**src/rtl/fetch_pc_unit.sv**
```systemverilog
// rtl/fetch_pc_unit.sv - fetch-stage PC generator with valid/ready request port; BTB built only when FETCH_BTB_EN is defined
module fetch_pc_unit #(
   parameter int unsigned     XLEN        = 32,
   parameter logic [XLEN-1:0] RESET_PC    = '0,
   parameter int unsigned     BTB_ENTRIES = 16
) (
   input  logic            clk,
   input  logic            rst,
   input  logic            isBranchTakenPredicted,
   output logic            fetchValid,
   input  logic            fetchReady,
   output logic [XLEN-1:0] fetchPC,
   output logic            fetchPredTaken,
   output logic [XLEN-1:0] fetchPredTarget,
   input  logic            exRedirect,
   input  logic [XLEN-1:0] exRedirectPC,
   input  logic            exIsBranch,
   input  logic            exIsBranchTaken,
   input  logic [XLEN-1:0] exBranchPC,
   input  logic [XLEN-1:0] exBranchTarget
);

   localparam logic [XLEN-1:0] ALIGN_MASK = {{(XLEN-2){1'b1}}, 2'b00};

   typedef enum logic [1:0] {BOOT, RUN, BUBBLE} state_t;

   state_t          state, state_nxt;
   logic [XLEN-1:0] pc_q, pc_nxt;
   logic [XLEN-1:0] pc_plus4;
   logic            pred_taken;
   logic [XLEN-1:0] pred_target;

   assign pc_plus4 = pc_q + XLEN'(4);

`ifdef FETCH_BTB_EN
   localparam int unsigned IDX  = $clog2(BTB_ENTRIES);
   localparam int unsigned TAGW = XLEN - 2 - IDX;

   logic [BTB_ENTRIES-1:0] btb_valid;
   logic [TAGW-1:0]        btb_tag [BTB_ENTRIES];
   logic [XLEN-1:0]        btb_tgt [BTB_ENTRIES];
   logic [IDX-1:0]         rd_idx, wr_idx;
   logic                   btb_hit;
   logic                   btb_wr;
   logic                   unused_bits;

   assign rd_idx  = pc_q[2 +: IDX];
   assign wr_idx  = exBranchPC[2 +: IDX];
   assign btb_wr  = exIsBranch && exIsBranchTaken;
   assign btb_hit = btb_valid[rd_idx] && (btb_tag[rd_idx] == pc_q[XLEN-1 -: TAGW]);

   assign pred_taken  = btb_hit && isBranchTakenPredicted;
   assign pred_target = pred_taken ? btb_tgt[rd_idx] : pc_plus4;
   assign unused_bits = ^exBranchPC[1:0];

   // valid bits: cleared by reset, set by taken resolutions only
   always_ff @(posedge clk or negedge rst) begin
      if (!rst)
         btb_valid <= '0;
      else if (btb_wr)
         btb_valid[wr_idx] <= 1'b1;
   end

   // tag/target payload; meaningless while the valid bit is clear, so no reset
   always_ff @(posedge clk) begin
      if (btb_wr) begin
         btb_tag[wr_idx] <= exBranchPC[XLEN-1 -: TAGW];
         btb_tgt[wr_idx] <= exBranchTarget;
      end
   end
`else
   logic unused_inputs;

   assign pred_taken    = 1'b0;
   assign pred_target   = pc_plus4;
   assign unused_inputs = ^{isBranchTakenPredicted, exIsBranch, exIsBranchTaken,
                            exBranchPC, exBranchTarget};
`endif

   assign fetchPC         = pc_q;
   assign fetchPredTaken  = pred_taken;
   assign fetchPredTarget = pred_target;

   // FSM state and fetch PC registers
   always_ff @(posedge clk or negedge rst) begin
      if (!rst) begin
         state <= BOOT;
         pc_q  <= RESET_PC;
      end else begin
         state <= state_nxt;
         pc_q  <= pc_nxt;
      end
   end

   // next state and next PC; a redirect overrides accept and stall in every state
   always_comb begin
      state_nxt  = state;
      pc_nxt     = pc_q;
      fetchValid = 1'b0;
      case (state)
         BOOT:   state_nxt = RUN;
         RUN: begin
            fetchValid = 1'b1;
            if (fetchReady)
               pc_nxt = pred_target;
         end
         BUBBLE: state_nxt = RUN;
         default: state_nxt = BOOT;
      endcase
      if (exRedirect) begin
         state_nxt = BUBBLE;
         pc_nxt    = exRedirectPC & ALIGN_MASK;
      end
   end

endmodule
```
**config.mk**
```make
export PLATFORM = sky130hd
export DESIGN_NAME = fetch_pc_unit
export DESIGN_NICKNAME = d
export VERILOG_FILES = /design/src/rtl/fetch_pc_unit.sv
export SDC_FILE = /design/constraint.sdc
export NUM_CORES = 1
export LEC_CHECK = 0
export ABC_AREA = 1
export BUFFER_PORTS_ARGS = -buffer_cell sky130_fd_sc_hd__buf_4
export CAP_MARGIN = 40
export CORE_MARGIN = 4
export CORE_UTILIZATION = 35
export DETAILED_ROUTE_END_ITERATION = 8
export PLACE_DENSITY = 0.81
export SYNTH_ARGS = -nofsm -noshare
export SYNTH_HDL_FRONTEND = slang
export SYNTH_SLANG_ARGS = --single-unit
```
**constraint.sdc**
```tcl
create_clock -name clk -period 1.8 [get_ports clk]
set_input_delay 0.36 -clock clk [delete_from_list [all_inputs] [get_ports clk]]
set_output_delay 0.36 -clock clk [all_outputs]
set_load 0.01 [all_outputs]
```
After elaboration in Yosys (flattened, before gate mapping)
Index checks and enable logic that the tools add are counted.
- output and inout bits: 66
- register bits after elaboration: 34
- reduce and logical (&&, ||, !) cells: 5
- $add $sub $neg: 1
- equality and inequality tests: 3
- mux-type cells: 6
- operators with widths (kind ; count):
    $mux 32 ; 3
    $add 32x3->32 const B ; 1
    $pmux 2 s2 ; 1
    $reduce_bool 2->1 ; 2
    $eq 2x1->1 const B ; 1
    $eq 2x2->1 const B ; 1
    $logic_not 2->1 ; 1
    $mux 2 ; 1
    $ne 2x2->1 const B ; 1
    $reduce_and 2->1 ; 1
    $reduce_or 2->1 ; 1
    $mux 1 ; 1

Logic depth before layout (Yosys ltp)
Gate-level depths: netlist (run 1).
- word-level depth: 4
- mapped depth: 10
- gate-level depth less buffers: 10

Worst setup path before layout (run 1)
No wires, ideal clock.
- path kind: flip-flop to output port
- from: register pc_q[2] (netlist: fetchPC[2])
- to: output port fetchPredTarget[26]
- setup slack: 0.027 ns
- cell stages (with the launch flop): 8
- data required time: 1.440 ns
- buffers on the path: 0
- arrival: 1.413 ns
- cell sequence: dfrtp_1 ha_1 nand2_2 nor2_2 nand2_2 nor2_4 nand3_1 and2_1
- word-level cells in the longest chain between the ends: 1
- RTL lines (item ; RTL line ; RTL):
    from (decl) ; 28 ; logic [XLEN-1:0] pc_q, pc_nxt;
    from (signal assigned) ; 91 ; pc_q <= pc_nxt;
    $add 32x3->32 ; 33 ; assign pc_plus4 = pc_q + XLEN'(4);
    to (decl) ; 14 ; output logic [XLEN-1:0] fetchPredTarget,
No other way between the ends.

Worst setup path after layout (run 1)
- from: register pc_q[3] (netlist: fetchPC[3])
- to: output port fetchPredTarget[26]
The elaborated chain is that of the path after synthesis.

==> results of run 1 <==
routing by layer:
| metal | vias up | track usage, % |
|---|---|---|
| met2 | 90 | 32.5 |
| met5 | - | 0 |
| met4 | 0 | 3.89 |
| met3 | 9 | 4.64 |
| met1 | 1257 | 23.7 |
| li1 | 1371 | - |
layout by cell type, fill, tap and decap left out, types with 5 or more instances in the layout:
master    instances
nand2_1         145
buf_4           127
inv_1            54
dfrtp_1          28
nor2_1           21
nand3_1          18
o21ai_0          13
nor2_2           11
nand2_2          10
nor2_4           10
xor2_2           10
buf_6             8
a22o_1            7
xor2_1            5
o211ai_1          5
conb_1            5
clkbuf_8          5
cells in the mapped netlist, types with 7 or more instances:
master and count:
a22o_1 7, dfrtp_1 32, inv_1 55, nor2_4 7, nand3_1 20, xor2_1 10
o21ai_0 14, nand2_1 153, nor2_1 31
flip-flops by register name, indices dropped and copies added, names as in the netlist:
| register | count |
|---|---|
| state | 2 |
| fetchPC | 30 |
cell families after synthesis:
group | after synthesis | share of synthesized area, %
other | 1 | 0.155
DFF | 32 | 33.1
AOI/OAI and AO/OA | 30 | 8.13
xor gates and xnor gates | 15 | 6.99
adders and majority gates | 1 | 0.518
and+or+nand+nor | 223 | 39.3
buffers and inverters | 69 | 11.8
worst max-delay path, cell delays in order (launching register included):
cell and delay (ns):
dfrtp_1 0.37, ha_2 0.21, nand2_2 0.08, nor2_4 0.12, nand2_4 0.09, nor2_4 0.14
nand3_1 0.11, and2_1 0.18, buf_4 0.14
cell type report:
class                      instances  area, sq um  area share (%)
sequential                        32          806            21.6
clock inverter                     3         23.8           0.637
timing repair buffer             136         1060            28.5
clock buffer                       5         68.8            1.85
tap                               80          100            2.68
inverter                          55          206            5.54
multi-input combinational        274         1460            39.2
through the flow:
step           hold WS, ns  area (sq um)  utilization (%)  total power, uW  instances
4_1_cts             0.0184          3640             53.8             2360        582
2_1_floorplan       0.0644          2430                -             1260        375
3_3_place_gp         0.335          3350             49.6             1700        559
3_5_place_dp         0.341          3350             49.6             1720        559
6_report          -0.00474          3730             55.2             2380        585
5_1_grt             0.0375          3730             55.2             2520        585
power by group through the flow:
stage	registers (uW)	clock network (uW)	logic, uW
after floorplan	928	0	336
after global placement	887	0	813
after detailed placement	888	0	828
after CTS	877	594	887
after global routing	895	624	1000
final	880	585	914
path summary, 6_finish.rpt:
path / startpoint / end / slack [ns]
worst max-delay path: fetchPC[3] / fetchPredTarget[26] / -0.29
worst min-delay path: rst / fetchPC[9] / -0.005
worst max register to register: fetchPC[3] / fetchPC[22] / -0.02
worst min register to register: state[0] / state[0] / 0.45
max in group asynchronous: rst / fetchPC[19] / 1.47
min in group clk: exRedirectPC[9] / fetchPC[9] / 0.27
timing repair:
action | 4_1_cts | 5_1_grt
gates resized for setup | 23 | 21
endpoints found under the setup margin | 26 | 28
pin swaps | 17 | 11
buffers inserted | 15 | 6
==> reports/summary.txt, run 1 <==
worst-path fanout max: 4
Pwr Density: 638 nW/um^2
Mapped Area: 2420 sq um
flip-flop and latch count after synthesis: 32
Final GP Congestion: 0.868
ant diodes: 0
worst vdd ir: 0.000303 V
Int Power: 1530 uW
Worst Path Required: 1.44 ns
worst min path class: input pin to asynchronous set/reset pin
post-detail-place hpwl: 5870 um
crit start category: flop
die area: 8300 sq um
Root Buffer: clkbuf_8
# rows: 30
Final setup viols: 27
Die Y: 91.1 um
setup total negative slack: -5.86 ns
Reg2Reg Depth: 14
clock skew: 0.0105 ns
Routed WL: 7720 um
Clock Power Share: 24.6%
syn avg cell area: 6.51 sq um
io pins: 169
combinational share of power: 38.4%
largest net degree at the start of global routing: 36
Area Growth Syn to Fin: 54.4%
Post-Synthesis Cells: 371
Tightest Pin Transition: 0.523 ns
Max Buffers Root-to-Sink: 2
DRC viols: 0
pre-CTS worst setup slack: -0.0427 ns
clk slew on worst S/H paths: 0.08 ns
Synth area leaders: dfrtp_1 33%, nand2_1 24%, inv_1 8.5%
failing checks: negative hold slack, negative setup slack
WS Path Type: flop to primary output
fillers: 666
final critical-path setup slack: -0.294 ns
WL/cell: 13.2 um
CTS H-tree lvls: 2
cts bufs inserted: 5
port bufs: 94
CP endpoint kind: primary output
top-area cell type share of the netlist area: 33.1%
Max Cap Violations: 0
initial antenna violation count: 0
starting density of the core: 35.8%
synth warn: 0
Top Metal Used: met4
switching share of power: 35.8%
RSZ-0062 raised after global routing: yes
Total GRT Usage: 18.8%
Via-to-Cell Ratio: 4.66
first-pass GRT wire length: 12800 um
gr ovfl total: 0
layout cells sized above 1: 38.8%
Slew Limit Fails: 0
die width: 91.1 um
Initial DRC Count: 138
arrival time at the worst endpoint: 1.73 ns
Hold WS: -0.00474 ns
Synth cell types: 25
outcome: finished, violations left
Clock Latency Late Sink: 0.30 ns
share of power burned in registers: 37.0%
Tcrit/Tclk final: 116%
sw power: 852 uW
antenna-violating nets left: 0
DR pass1 iterations: 4
min cycle time layout: 2.09 ns
CORE AREA: 6760 sq um
final hold vios: 9
# nets final: 608
met3 wire len: 481 um
top_reg_cell synth: dfrtp_1
Pleak: 0.00195 uW
vias in the first global route: 2745
FFs w/ async S/R, synth: 100%
WL met1: 3260 um
register area share after synthesis: 33.1%
WL met2: 3900 um
EDFF count, synth: 0
post-synth top area cell: dfrtp_1
slew margin rel.: 65.1%
hold buffer count at CTS: 0
Peak Freq: 478 MHz
clk sink count: 32
CTS tree: done
routed via count: 2727
(Power assumes the default switching activity.)
==> run 2, diff against run 1 <==
--- a/config.mk
+++ b/config.mk
@@ -9,9 +9,9 @@
 export BUFFER_PORTS_ARGS = -buffer_cell sky130_fd_sc_hd__buf_4
 export CAP_MARGIN = 40
 export CORE_MARGIN = 4
-export CORE_UTILIZATION = 35
+export CORE_UTILIZATION = 42
 export DETAILED_ROUTE_END_ITERATION = 8
-export PLACE_DENSITY = 0.81
+export PLACE_DENSITY = 0.93
 export SYNTH_ARGS = -nofsm -noshare
 export SYNTH_HDL_FRONTEND = slang
 export SYNTH_SLANG_ARGS = --single-unit
==> run 2 against run 1 <==
  * The flow still finishes with violations (negative hold slack, negative setup slack)
  * Global-route usage grew 5.9 points
  * Sequential power is 2% higher
  * Die area down 15%
  * Worst hold slack improved by 0.0040 ns
  * Highest routed layer unchanged
  * Clock-buffer cell count did not move
  * Non-clock buffer count rose by 14
==> reports/summary.txt, run 2 (synthesis gave the netlist of run 1 again) <==
Routed WL: 9490 um
failing checks: negative hold slack, negative setup slack
WS Path Type: flop to primary output
CTS tree: done
routed via count: 2979
starting density of the core: 43.6%
Hold WS: -0.000748 ns
Max Buffers Root-to-Sink: 2
crit start category: flop
placed cell count: 555
Final setup viols: 29
DRC viols: 0
area of the multi-input gates: 1580 sq um
worst vdd ir: 0.000433 V
max reg flops: 30
clk slew on worst S/H paths: 0.09 ns
vias in the first global route: 2882
fillers: 422
antenna-violating nets left: 0
layout cells sized above 1: 44.3%
Die Y: 83.8 um
min cycle time layout: 2.18 ns
RSZ-0062 raised after global routing: yes
first-pass GRT wire length: 14100 um
Root Buffer: clkbuf_8
top cell family by delay on the critical path: simple AND/OR/NAND/NOR gates
CORE AREA: 5540 sq um
switching share of power: 35.2%
Peak Freq: 458 MHz
clock skew: 0.0133 ns
CP endpoint kind: primary output
ant diodes: 0
final non-filler cell total: 591
commonest non-fill, non-tap cell in the layout: nand2_1
initial antenna violation count: 0
Total GRT Usage: 24.7%
arrival time at the worst endpoint: 1.82 ns
Clock Latency Late Sink: 0.30 ns
post-detail-place hpwl: 6220 um
Max Cap Violations: 0
Initial DRC Count: 149
Slew Limit Fails: 0
most frequent cells in the layout: 133 x nand2_1, 125 x buf_4, 52 x inv_1
WL/cell: 16.1 um
# nets final: 622
FF/Latch Area: 805 sq um
slew margin rel.: 62.7%
Worst Path Required: 1.44 ns
Clock Power Share: 26.9%
final hold vios: 1
largest net degree at the start of global routing: 35
final critical-path setup slack: -0.382 ns
Int Power: 1740 uW
die area: 7030 sq um
clk sink count: 32
Tcrit/Tclk final: 121%
Final GP Congestion: 0.937
DR pass1 iterations: 4
cts bufs inserted: 5
share of power burned in registers: 33.4%
io pins: 169
outcome: finished, violations left
Most common cell on crit path: nor2_4
worst-path fanout max: 5
final core utilization: 72.5%
gr ovfl total: 0
# rows: 27
combinational share of power: 39.8%
slowest cell on the critical path: dfrtp_1
crit-path cells: ha_4 > nand2_4 > nor2_4 > nand2_2 > nor2_4 > buf_6 > xor2_2 > buf_4
Area Growth Syn to Fin: 66.3%
die width: 83.8 um
sw power: 946 uW
Pwr Density: 670 nW/um^2
max incr delay on CP: 0.43 ns
CTS H-tree lvls: 2
port bufs: 94
Tightest Pin Transition: 0.559 ns
Buf/Inv on CP: 2
worst min path class: input pin to asynchronous set/reset pin
Pleak: 0.00207 uW
Via-to-Cell Ratio: 5.04
-- run 2: final cells by class --
type	instances	share of cell area [%]
multi-input cells	274	39.3
repair buffers	150	30.4
flip-flops and latches	32	20.0
inverters	55	5.20
well taps	72	2.24
clock buffers	5	1.71
clock inverters	3	1.06
-- run 2: routing by layer --
layer / up-vias / share of wire [%] / GRT usage, %
met2: 144 / 51 / 42.9
met1: 1414 / 39 / 30.8
met3: 28 / 7.6 / 5.13
met4: 0 / 2.8 / 6.87
met5: - / 0 / 0
li1: 1393 / - / -
-- run 2: per-stage QoR --
| step | instance area (sq um) | worst slack (ns) | setup TNS (ns) | total power (uW) | hold WS [ns] |
|---|---|---|---|---|---|
| 2_1_floorplan | 2430 | 0.0268 | 0 | 1260 | 0.0644 |
| 3_3_place_gp | 3350 | -0.177 | -0.615 | 1700 | 0.323 |
| 3_5_place_dp | 3370 | -0.0869 | -0.218 | 1730 | 0.337 |
| 4_1_cts | 3750 | -0.352 | -6.31 | 2550 | 0.0291 |
| 5_1_grt | 4020 | -0.453 | -10.22 | 2820 | 0.0351 |
| 6_report | 4020 | -0.382 | -8.43 | 2690 | -0.000748 |
-- run 2: path summary, 6_finish.rpt --
check | from | endpoint | slack [ns] | depth (start not counted)
setup / recovery | fetchPC[3] | fetchPredTarget[18] | -0.38 | 8
hold / removal | rst | fetchPC[7] | -0.0007 | 1
hold reg to reg | state[0] | state[0] | 0.48 | 1
min in group clk | exRedirectPC[7] | fetchPC[7] | 0.29 | 3
max in group asynchronous | rst | fetchPC[19] | 1.44 | 1
setup reg to reg | fetchPC[3] | fetchPC[12] | -0.07 | 10
-- run 2: repair_timing --
item,in CTS,in global routing
hold endpoints to repair,0,0
endpoints found under the setup margin,25,32
resized for setup,45,45
pin swaps,30,33
hold buffers,0,0
buffers inserted,15,17
-- run 2: power by group through the flow --
stage	combinational [uW]	sequential, uW	clock (uW)
after floorplan	336	928	0
after global placement	810	886	0
after detailed placement	838	891	0
after CTS	957	879	714
after global routing	1150	907	758
final	1070	899	723
==> run 3, diff against run 2 <==
--- a/config.mk
+++ b/config.mk
@@ -5,7 +5,6 @@
 export SDC_FILE = /design/constraint.sdc
 export NUM_CORES = 1
 export LEC_CHECK = 0
-export ABC_AREA = 1
 export BUFFER_PORTS_ARGS = -buffer_cell sky130_fd_sc_hd__buf_4
 export CAP_MARGIN = 40
 export CORE_MARGIN = 4
==> run 3 against run 2 <==
  * The flow still finishes with violations (negative hold slack, negative setup slack)
  * Cell count shrank 11%
  * Non-clock buffer count grew 31
  * Worst hold slack lost 0.0017 ns
  * Sequential cell count is the same
  * Synthesized area shrank 1.4%
  * Maximum frequency shrank 12%
  * Sequential power shrank 6.2%
  * Register-to-register slack lost 0.39 ns
  * Highest routed layer unchanged
==> reports/summary.txt, run 3 <==
Area Growth Syn to Fin: 88.2%
Final GP Congestion: 0.879
synth warn: 0
EDFF count, synth: 0
clock skew: 0.0109 ns
arrival time at the worst endpoint: 2.13 ns
Final setup viols: 45
max incr delay on CP: 0.68 ns
largest net degree at the start of global routing: 35
antenna-violating nets left: 0
final hold vios: 4
r2r startpoint: fetchPC[9]
Routed WL: 10400 um
starting density of the core: 43.3%
cts bufs inserted: 5
Max Cap Violations: 0
syn avg cell area: 8.27 sq um
WS Path Type: flop to primary output
post-synth top area cell: dfrtp_1
slowest cell on the critical path: or4_4
vias in the first global route: 3184
ant diodes: 0
top_reg_cell synth: dfrtp_1
clk sink count: 32
critical path startpoint: fetchPC[9]
io pins: 169
top-area cell type share of the netlist area: 33.6%
initial antenna violation count: 0
routed via count: 3096
Post-DP Area: 3620 sq um
outcome: finished, violations left
fillers: 302
Worst Path Required: 1.44 ns
layout cells sized above 1: 57.2%
FFs w/ async S/R, synth: 100%
worst vdd ir: 0.000446 V
CP endpoint kind: primary output
Initial DRC Count: 294
top-count cell post-synth: dfrtp_1
Pleak: 0.00209 uW
worst r2r dst: fetchPC[17]
Synth area leaders: dfrtp_1 34%, xor2_1 8.1%, xnor2_1 7.0%
max reg flops: 30
Post-Synthesis Cells: 288
Slew Limit Fails: 0
CTS H-tree lvls: 2
setup total negative slack: -17.56 ns
clk slew on worst S/H paths: 0.07 ns
FF/Latch Area: 805 sq um
synth cell count leaders: 32 x dfrtp_1, 27 x nor2_1, 26 x nand2_1
Reg2Reg Depth: 5
port bufs: 94
post-detail-place hpwl: 5990 um
Peak Freq: 402 MHz
die area: 6940 sq um
worst min path class: input pin to asynchronous set/reset pin
Tcrit/Tclk final: 138%
Max Buffers Root-to-Sink: 2
Root Buffer: clkbuf_8
crit start category: flop
min cycle time layout: 2.49 ns
DRC viols: 0
Total GRT Usage: 28.0%
Synth cell types: 38
gr ovfl total: 0
Pwr Density: 554 nW/um^2
Via-to-Cell Ratio: 5.90
Critical Path End: fetchPredTarget[25]
crit-path cells: nand4_1 > or4_4 > nor3_4 > xor2_1 > buf_4
first-pass GRT wire length: 15500 um
area of the multi-input gates: 1980 sq um
failing checks: negative hold slack, negative setup slack
RSZ-0062 raised after global routing: yes
setup slack, reg-to-reg: -0.46 ns
# nets final: 557
# rows: 27
most frequent cells in the layout: 155 x buf_4, 29 x dfrtp_1, 25 x nand2_1
CTS tree: done
DR pass1 iterations: 6
Clock Latency Late Sink: 0.30 ns
worst-path fanout max: 8
commonest non-fill, non-tap cell in the layout: buf_4
Die Y: 83.3 um
Final Cell Area: 4480 sq um
Mapped Area: 2380 sq um
final critical-path setup slack: -0.685 ns
WL/cell: 19.7 um
die width: 83.3 um
slew margin rel.: 66.6%
Hold WS: -0.00250 ns
CORE AREA: 5510 sq um
Tightest Pin Transition: 0.499 ns
flip-flop and latch count after synthesis: 32
register area share after synthesis: 33.6%
run 3: through the flow:
stage               util, %  hold WS [ns]  setup slack, ns  instances  power [uW]
floorplan                 -        0.0644           -0.328        292        1230
global route           81.4        0.0165           -0.721        525        2590
finish                 81.4      -0.00250           -0.685        525        2480
CTS                    75.0        0.0148           -0.621        517        2370
global placement       65.8         0.321           -0.230        491        1650
detailed placement     65.8         0.328           -0.321        491        1670
run 3: cell type report:
| cell class | instances | area share (%) |
|---|---|---|
| flip-flops and latches | 32 | 17.9 |
| repair buffers | 181 | 33.3 |
| inverters | 7 | 0.586 |
| well taps | 72 | 2.01 |
| multi-input cells | 226 | 44.1 |
| clock buffers | 7 | 2.15 |
run 3: worst min path at each step:
stage          start  slack, ns  depth (start not counted)     endpoint
3_3_place_gp     rst       0.32                          1  fetchPC[26]
3_5_place_dp     rst       0.33                          1  fetchPC[26]
5_1_grt          rst       0.02                          1  fetchPC[21]
2_1_floorplan    rst       0.06                          0  fetchPC[10]
4_1_cts          rst       0.01                          1  fetchPC[29]
6_report         rst     -0.002                          1  fetchPC[21]
run 3: routing by layer:
layer / up-vias / GRT usage [%] / part of all wire (%)
li1: 1360 / - / -
met1: 1463 / 28.8 / 35
met2: 215 / 49.3 / 51
met3: 58 / 7.54 / 8.5
met4: 0 / 18.6 / 5.3
met5: - / 0 / 0
run 3: cell families after synthesis:
kind of cell | Yosys count | synth area share (%)
other cells | 1 | 0.157
buf+inv | 34 | 7.98
fa+ha+maj | 1 | 0.525
compound gates | 46 | 11.9
simple gates | 132 | 30.3
flops | 32 | 33.6
xor+xnor | 41 | 15.1
mux | 1 | 0.420
run 3: worst max-delay path, delay by kind of cell (launching register included):
kind,cells,cell delay [ns]
xor+xnor,1,0.20
buf+inv,1,0.15
flops,1,0.40
simple gates,3,1.06
run 3: power breakdown:
part,leakage [uW],internal [uW],switching (uW),total (uW)
clock network,0.0000503,341,298,639
logic,0.00167,489,513,1000
registers,0.000370,785,58.9,843
total,0.00209,1610,870,2480
run 3: what timing repair did:
item,4_1_cts,5_1_grt
resized for setup,49,61
endpoints found under the setup margin,40,48
buffers inserted,19,15
hold buffers,0,0
cloned,1,1
pin swaps,33,46
